<file path="config.mk">
export PLATFORM = sky130hd
export DESIGN_NAME = layer_mac_sequencer
export DESIGN_NICKNAME = d
export VERILOG_FILES = /design/src/rtl/nn_pkg.sv /design/src/rtl/q96_bias_sat.sv /design/src/rtl/layer_mac_sequencer.sv
export SDC_FILE = /design/constraint.sdc
export NUM_CORES = 2
export LEC_CHECK = 0
export ABC_CLOCK_PERIOD_IN_PS = 10600
export CAP_MARGIN = 20
export CORE_AREA = 8 8 308 310
export DETAILED_ROUTE_END_ITERATION = 10
export DIE_AREA = 0 0 316 318
export PLACE_DENSITY_LB_ADDON = 0.05
export RECOVER_POWER = 100
export SETUP_SLACK_MARGIN = 0.2
export SLEW_MARGIN = 20
export SYNTH_ARGS = -nofsm -noshare
export SYNTH_HDL_FRONTEND = slang
export SYNTH_SLANG_ARGS = --single-unit
</file>
<file path="constraint.sdc">
create_clock -name clk -period 10.6 [get_ports clk]
set_clock_uncertainty 0.2 [all_clocks]
set_input_delay 3.18 -clock clk [delete_from_list [all_inputs] [get_ports clk]]
set_output_delay 3.18 -clock clk [all_outputs]
set_load 0.1 [all_outputs]
</file>
<file path="src/rtl/nn_pkg.sv">
// Shared widths, Q9.6 constants and sequencer state encoding for the NN layer datapath.
package nn_pkg;

  localparam int unsigned DATA_W = 16;
  localparam int unsigned FRAC_W = 6;
  localparam int unsigned ACC_W  = 40;
  localparam int unsigned MAX_N  = 4;
  localparam int unsigned PROD_W = 2 * DATA_W;
  localparam int unsigned IDX_W  = 2;
  localparam int unsigned CNT_W  = 3;

  localparam logic [DATA_W-1:0] Q_MAX = 16'h7FFF;
  localparam logic [DATA_W-1:0] Q_MIN = 16'h8000;
  localparam logic [DATA_W-1:0] Q_ONE = 16'h0040;

  typedef enum logic [2:0] {
    IDLE,
    SWEEP,
    GAP,
    FINAL,
    OUTPUT
  } state_e;

endpackage

</file>
<file path="src/rtl/q96_bias_sat.sv">
// Rescales a Q-format accumulator to Q9.6, adds a Q9.6 bias and clamps to 16 bits.
module q96_bias_sat
  import nn_pkg::*;
(
  input  logic signed [ACC_W-1:0]  acc,
  input  logic signed [DATA_W-1:0] bias,
  output logic        [DATA_W-1:0] res_c
);

  logic signed [ACC_W-1:0] sum;

  // Truncating arithmetic shift; overflow shows up as non-uniform bits above the sign bit.
  always_comb begin
    sum = (acc >>> FRAC_W) + ACC_W'(bias);
    if ((sum[ACC_W-1:DATA_W-1] == '0) || (sum[ACC_W-1:DATA_W-1] == '1)) begin
      res_c = sum[DATA_W-1:0];
    end else if (sum[ACC_W-1]) begin
      res_c = Q_MIN;
    end else begin
      res_c = Q_MAX;
    end
  end

endmodule

</file>
<file path="src/rtl/layer_mac_sequencer.sv">
// Sweeps one layer's weights/biases out of memory, accumulates x*w per neuron and
// streams the biased, saturated Q9.6 neuron results over a valid/ready handshake.
module layer_mac_sequencer
  import nn_pkg::*;
(
  input  logic                   clk,
  input  logic                   rst_n,
  input  logic                   start,
  input  logic [CNT_W-1:0]       layer_sel,
  input  logic [CNT_W-1:0]       num_in,
  input  logic [CNT_W-1:0]       num_out,
  input  logic [MAX_N*DATA_W-1:0] x_in,
  output logic                   busy,
  output logic                   weight_en,
  output logic                   bias_en,
  output logic [5:0]             n,
  output logic [5:0]             i,
  input  logic [DATA_W-1:0]      wt_data,
  input  logic [DATA_W-1:0]      bias_data,
  output logic                   out_valid,
  input  logic                   out_ready,
  output logic [DATA_W-1:0]      out_data,
  output logic [IDX_W-1:0]       out_idx,
  output logic                   done
);

  state_e                   state;
  logic [IDX_W-1:0]         icnt;
  logic [IDX_W-1:0]         kcnt;
  logic [IDX_W-1:0]         ocnt;
  logic [IDX_W-1:0]         last_in;
  logic [IDX_W-1:0]         last_out;

  logic                     rd_vld;
  logic                     rd_last;
  logic [IDX_W-1:0]         rd_k;
  logic [IDX_W-1:0]         icnt_d;

  logic signed [DATA_W-1:0] x_reg    [MAX_N];
  logic signed [ACC_W-1:0]  acc      [MAX_N];
  logic signed [DATA_W-1:0] bias_reg [MAX_N];
  logic        [DATA_W-1:0] res_c    [MAX_N];
  logic signed [PROD_W-1:0] prod_c;
  logic                     start_ok_c;
  logic [IDX_W-1:0]         icnt_nxt_c;
  logic [IDX_W-1:0]         ocnt_nxt_c;

  assign start_ok_c = start && (num_in  != 3'd0) && (num_in  <= 3'd4)
                            && (num_out != 3'd0) && (num_out <= 3'd4);
  assign icnt_nxt_c = icnt + 2'd1;
  assign ocnt_nxt_c = ocnt + 2'd1;
  assign prod_c     = x_reg[icnt_d] * $signed(wt_data);

  for (genvar g = 0; g < MAX_N; g++) begin : g_sat
    q96_bias_sat u_sat (
      .acc   (acc[g]),
      .bias  (bias_reg[g]),
      .res_c (res_c[g])
    );
  end

  // Sequencer: memory read strobes, result stream and handshake.
  always_ff @(posedge clk or negedge rst_n) begin
    if (!rst_n) begin
      state     <= IDLE;
      busy      <= 1'b0;
      weight_en <= 1'b0;
      bias_en   <= 1'b0;
      n         <= '0;
      i         <= '0;
      out_valid <= 1'b0;
      out_data  <= '0;
      out_idx   <= '0;
      done      <= 1'b0;
      icnt      <= '0;
      kcnt      <= '0;
      ocnt      <= '0;
      last_in   <= '0;
      last_out  <= '0;
    end else begin
      done <= 1'b0;
      case (state)
        IDLE: begin
          if (start_ok_c) begin
            state     <= SWEEP;
            busy      <= 1'b1;
            weight_en <= 1'b1;
            bias_en   <= (num_in == 3'd1);
            n         <= {3'b000, layer_sel};
            i         <= '0;
            icnt      <= '0;
            kcnt      <= '0;
            last_in   <= IDX_W'(num_in - 3'd1);
            last_out  <= IDX_W'(num_out - 3'd1);
          end
        end
        SWEEP: begin
          kcnt <= kcnt + 2'd1;
          if (kcnt == 2'd3) begin
            state     <= GAP;
            weight_en <= 1'b0;
            bias_en   <= 1'b0;
          end
        end
        GAP: begin
          // A low weight_en cycle between sweeps resets the memory's k counter.
          if (icnt != last_in) begin
            state     <= SWEEP;
            weight_en <= 1'b1;
            bias_en   <= (icnt_nxt_c == last_in);
            icnt      <= icnt_nxt_c;
            i         <= {4'b0000, icnt_nxt_c};
          end else begin
            state <= FINAL;
          end
        end
        FINAL: begin
          state     <= OUTPUT;
          out_valid <= 1'b1;
          out_idx   <= '0;
          out_data  <= res_c[0];
          ocnt      <= '0;
        end
        OUTPUT: begin
          if (out_ready) begin
            if (ocnt == last_out) begin
              state     <= IDLE;
              out_valid <= 1'b0;
              busy      <= 1'b0;
              done      <= 1'b1;
            end else begin
              ocnt     <= ocnt_nxt_c;
              out_idx  <= ocnt_nxt_c;
              out_data <= res_c[ocnt_nxt_c];
            end
          end
        end
        default: state <= IDLE;
      endcase
    end
  end

  // Read-return pipeline: accumulate x*w per neuron, capture biases on the last sweep.
  always_ff @(posedge clk or negedge rst_n) begin
    if (!rst_n) begin
      rd_vld  <= 1'b0;
      rd_last <= 1'b0;
      rd_k    <= '0;
      icnt_d  <= '0;
      for (int k = 0; k < MAX_N; k++) begin
        acc[k]      <= '0;
        bias_reg[k] <= '0;
        x_reg[k]    <= '0;
      end
    end else begin
      rd_vld  <= (state == SWEEP);
      rd_last <= (icnt == last_in);
      rd_k    <= kcnt;
      icnt_d  <= icnt;
      if ((state == IDLE) && start_ok_c) begin
        for (int k = 0; k < MAX_N; k++) begin
          x_reg[k] <= x_in[DATA_W*k +: DATA_W];
          acc[k]   <= '0;
        end
      end else if (rd_vld) begin
        acc[rd_k] <= acc[rd_k] + ACC_W'(prod_c);
        if (rd_last) begin
          bias_reg[rd_k] <= bias_data;
        end
      end
    end
  end

endmodule

</file>
=== Word-level counts from Yosys, hierarchy flattened ===
Index checks and enable logic that the tools add are counted.

* Bitwise gates (word level): 4
* Add/subtract/negate cells: 10
* $lt $le $gt $ge: 6
* $mul: 1
* Reduce and logical (&&, ||, !) cells: 32
* Equal/unequal tests: 20
* Multiplexer cells: 58

{| class="wikitable"
|+ Operator list
! kind !! count
|-
| 160-bit 2-to-1 mux || 2
|-
| 16-bit 2-to-1 mux || 15
|-
| 160-bit bitwise mux || 1
|-
| 34-bit by 16-bit adder with 35-bit output || 4
|-
| 40-bit 2-to-1 mux || 3
|-
| 25-bit == test, second input constant || 4
|-
| 25-bit logical NOT || 4
|-
| 40-bit binary-select mux with 2-bit select || 1
|-
| 40-bit demux with 2-bit select || 1
|-
| 16-bit binary-select mux with 2-bit select || 2
|-
| 64-bit bitwise mux || 1
|-
| 40-bit by 32-bit adder with 40-bit output || 1
|-
| 16-bit demux with 2-bit select || 1
|-
| 16-bit by 16-bit multiplier with 32-bit output || 1
|-
| 16-bit case mux with 2 select lines || 1
|-
| 3-bit case mux with 5 select lines || 1
|-
| 3-bit 2-to-1 mux || 4
|-
| 6-bit 2-to-1 mux || 2
|-
| 2-bit != test, second input constant || 6
|-
| 2-bit case mux with 2 select lines || 3
|-
| 6-bit case mux with 2 select lines || 1
|-
| 3-bit AND reduction || 4
|-
| 4-bit AND reduction || 3
|-
| 1-bit 2-to-1 mux || 10
|-
| other kinds (22) || 55
|}

* Input port bits: 109
* Output and inout bits: 35
* Register bits after elaboration: 337

=== Logic depth before layout (Yosys ltp) ===
* Depth after elaboration: 10
* Depth in mapped cells: 30

=== Hierarchy ===
Synthesis repeated with hierarchy kept, for this count alone.

* Cell total of the unflattened synthesis: 4126
* Area total of the unflattened synthesis: 37290.8 µm²

{| class="wikitable"
|+ Modules (own cells, without submodules)
! module !! area each (µm²) !! instances !! cells each
|-
| layer_mac_sequencer || 26940.8 || 1 || 2598
|-
| q96_bias_sat || 2587.5 || 4 || 382
|}

=== Worst setup path after synthesis ===
Ideal clock, no wire load.

* Kind: input-to-reg
* Start: input port wt_data[1]
* End: register acc[119] in the netlist's numbering
* Cell stages on the path: 26
* Buffers on the path: 1
* Library setup time: 130 ps
* Slack: 912 ps
* Data required time: 10270 ps
* Arrival time: 9358 ps
* Path through: clkbuf_1 > nand2_1 > fa_1 > inv_1 > fa_1 > inv_1 > fa_1 > inv_1 > fa_1 > fa_1 > inv_1 > fa_1 > inv_1 > ha_1 > and3_1 > a221o_1 > nand2_1 > o21ai_0 > o2111ai_1 > a31oi_1 > o31ai_1 > nor2b_1 > o21a_1 > o21ai_0 > mux2i_1 > o21ai_0

* Longest elaborated chain between the ends: 5

{| class="wikitable"
|+ RTL lines
! what !! RTL line !! text
|-
| start, declared || layer_mac_sequencer.sv:18 || <nowiki>input logic [DATA_W-1:0] wt_data,</nowiki>
|-
| 16-bit by 16-bit multiplier with 32-bit output || layer_mac_sequencer.sv:52 || <nowiki>assign prod_c = x_reg[icnt_d] * $signed(wt_data);</nowiki>
|-
| 40-bit by 32-bit adder with 40-bit output || layer_mac_sequencer.sv:166 || <nowiki>acc[rd_k] <= acc[rd_k] + ACC_W'(prod_c);</nowiki>
|-
| 160-bit bitwise mux || layer_mac_sequencer.sv:166 ||
|-
| 160-bit 2-to-1 mux || layer_mac_sequencer.sv:165 || <nowiki>end else if (rd_vld) begin</nowiki>
|-
| 160-bit 2-to-1 mux || layer_mac_sequencer.sv:160 || <nowiki>if ((state == IDLE) && start_ok_c) begin</nowiki>
|-
| end signal, assigned by index || layer_mac_sequencer.sv:166 ||
|-
| end, declared || layer_mac_sequencer.sv:40 || <nowiki>logic signed [ACC_W-1:0] acc [MAX_N];</nowiki>
|}

Every way passes these cells. The select of a mux whose other input is x is not followed.
A chain may end at the register's enable or synchronous reset.

=== Final worst setup path ===
* Start: input port wt_data[1]
* End: register acc[158] in the netlist's numbering

Same word-level chain as after synthesis.

==> metrics <==
Final Slew Violations 473; Largest register FFs 160; CTS clk-pin slew, worst paths 0.06 ns; vias per cell 5.53; fill cell count 8861; core area 89600 µm²; crit share post-route 94.6%; CTS tree done; via count 28499; Yosys top cell area share 23.3%; Critical Path Max Stage Delay 0.66 ns; post-CTS sizing 0; count of final setup violators 0; initial antenna violation count 0; CP most frequent cell fa_1; ys flop type dfrtp_1; synthesized flop and latch total 331; CTS root buf clkbuf_16; Design Area, Final 39700 µm²; max_slew headroom -302%; largest net degree at the start of global routing 163; initial detailed-routing violation count 1711; Die X 316 µm; violated checks max-capacitance violations, max-slew violations; die area 100000 µm²; Initial Utilization 39.7%; status complete, but fails checks; Final Hold Vio Count 0; RSZ-0062 raised after global routing no; Post-Syn Instances 3863; CTS Buffer Depth 3; Crit-path slowest cell dlygate4sd3_1; RePlAce Congestion 0.911; number of setup buffers added after CTS 0; first-pass GRT wire length 178000 µm; share of cells above drive strength 1 7.49%; Post-synth EDFFs 0; # IOs 144; die height 318 µm; vias in the first global route 29441; dpl cells 5085; wire per inst 21.8 µm; number of remaining DRC errors 0; worst skew pair latency 0.59 ns; All-Layer GR Usage 22.4%; Post-DRT Antenna Nets 0; fmax 0.0997 GHz; worst setup margin 0.569 ns; mapped cell area 35600 µm²; startpoint types input pin; Place WS -0.107 ns; P&R area growth vs syn 11.5%; Placed Area 38400 µm²; drt pass-1 iters 6; Post-synth ARST share 100%; max_cap viols 8; Critical Path AT 10.30 ns; Worst setup EP type flip-flop; critical setup path kind input pin to flip-flop; Yosys cell types 98; Hold Slack 0.211 ns; Num CTS Buffers 41; Yosys top cell by area dfrtp_1; # rows 110; Area contributors post-synth dfrtp_1, fa_1, ha_1, nand2_1, inv_1; WL final 112000 µm; Slew @ Worst Pin 6.03 ns; n_diodes 0; syn_area_per_cell 9.22 µm²; WP data required 10.87 ns; minimum clock period 10.03 ns; Seq/Total Area, Yosys 23.3%; crit path max fanout 9; Non-Filler Instances 5157; H-tree levels 2; IO Port Bufs 136; # hold bufs at CTS 0; Clock Sinks 331; yosys warns 0; GRT overflow 0; fin nets 4650; Worst Hold Class flip-flop to flip-flop; placed wire-length estimate 90700 µm
metal layers:
| metal | global-route usage [%] | share of wire (%) | vias to the layer above |
|---|---|---|---|
| li1 | - | - | 13526 |
| met1 | 32.6 | 48 | 14348 |
| met2 | 36.1 | 46 | 520 |
| met3 | 2.06 | 3.4 | 105 |
| met4 | 5.09 | 2.3 | 0 |
| met5 | 0 | 0 | - |
per-stage QoR:
step	util (%)	setup TNS [ns]
after CTS	44.4	0
after floorplan	-	0
after global routing	44.3	0
final	44.3	0
after detailed placement	42.9	-0.381
after global placement	42.9	-0.0717
synthesized netlist by cell type (12+ instances only):
cell type,n
a211oi_1,30
a21o_1,79
a21oi_1,191
a22o_1,144
a31oi_1,23
and2_1,138
and3_1,18
buf_1,13
buf_2,13
clkbuf_1,130
dfrtp_1,331
fa_1,334
ha_1,255
inv_1,458
mux2_2,67
mux2i_1,12
mux4_2,56
nand2_1,513
nand2b_1,27
nand3_1,64
nand4_1,32
nor2_1,170
nor2b_1,33
nor3_1,66
nor3b_1,19
nor4_1,20
o2111ai_1,12
o211ai_1,38
o21a_1,30
o21ai_0,134
o21bai_1,19
o22ai_1,13
o31ai_1,15
or3_1,24
or4_1,12
xnor2_1,86
xor2_1,46
path summary, 6_finish.rpt:
path | from | end | slack, ns | cells past startpoint
min in group asynchronous | rst_n | ocnt[1] | 4.60 | 1
max reg2reg | icnt_d[0] | acc[119] | 1.83 | 26
min | kcnt[1] | rd_k[1] | 0.21 | 0
min reg2reg | kcnt[1] | rd_k[1] | 0.21 | 0
max | wt_data[1] | acc[158] | 0.57 | 26
max in group asynchronous | rst_n | acc[159] | 1.50 | 2
area by class of cell:
class,instances,area (µm²),area share [%]
inverter,459,1720,4.34
timing repair buffer,208,1870,4.71
clock buffer,60,1220,3.07
clock inverter,12,176,0.444
multi-input combinational,2911,25000,62.9
sequential,331,8290,20.9
tap,1176,1470,3.71
cells by family (layout without fill, tap and decap cells):
kind of cell,Yosys count,after routing,share of synthesized area (%)
buf+inv,627,739,6.79
flops,331,331,23.3
compound gates,851,851,16.7
simple gates,1197,1197,16.3
fa+ha+maj,589,589,27.7
mux,135,135,6.00
xor+xnor,132,132,3.25
other cells,1,7,0.0105
critical path, delay by kind of cell:
kind                       cells  cell delay (ns)
xor gates and xnor gates       1             0.26
AOI/OAI and AO/OA              8             1.71
adders and majority gates      7             3.03
and+or+nand+nor                3             0.82
buffers and inverters          7             1.28
cell usage in the layout, fill, tap and decap left out, types with 134 or more instances in the layout:
cell type	netlist	final
inv_1	458	458
a22o_1	144	144
and2_1	138	135
a21oi_1	191	190
nor2_1	170	168
nand2_1	513	513
fa_1	334	334
dfrtp_1	331	329
o21ai_0	134	134
ha_1	255	255
Power is not shown: default switching activity piles up to over one toggle a cycle in this logic, so the estimate is an artifact.
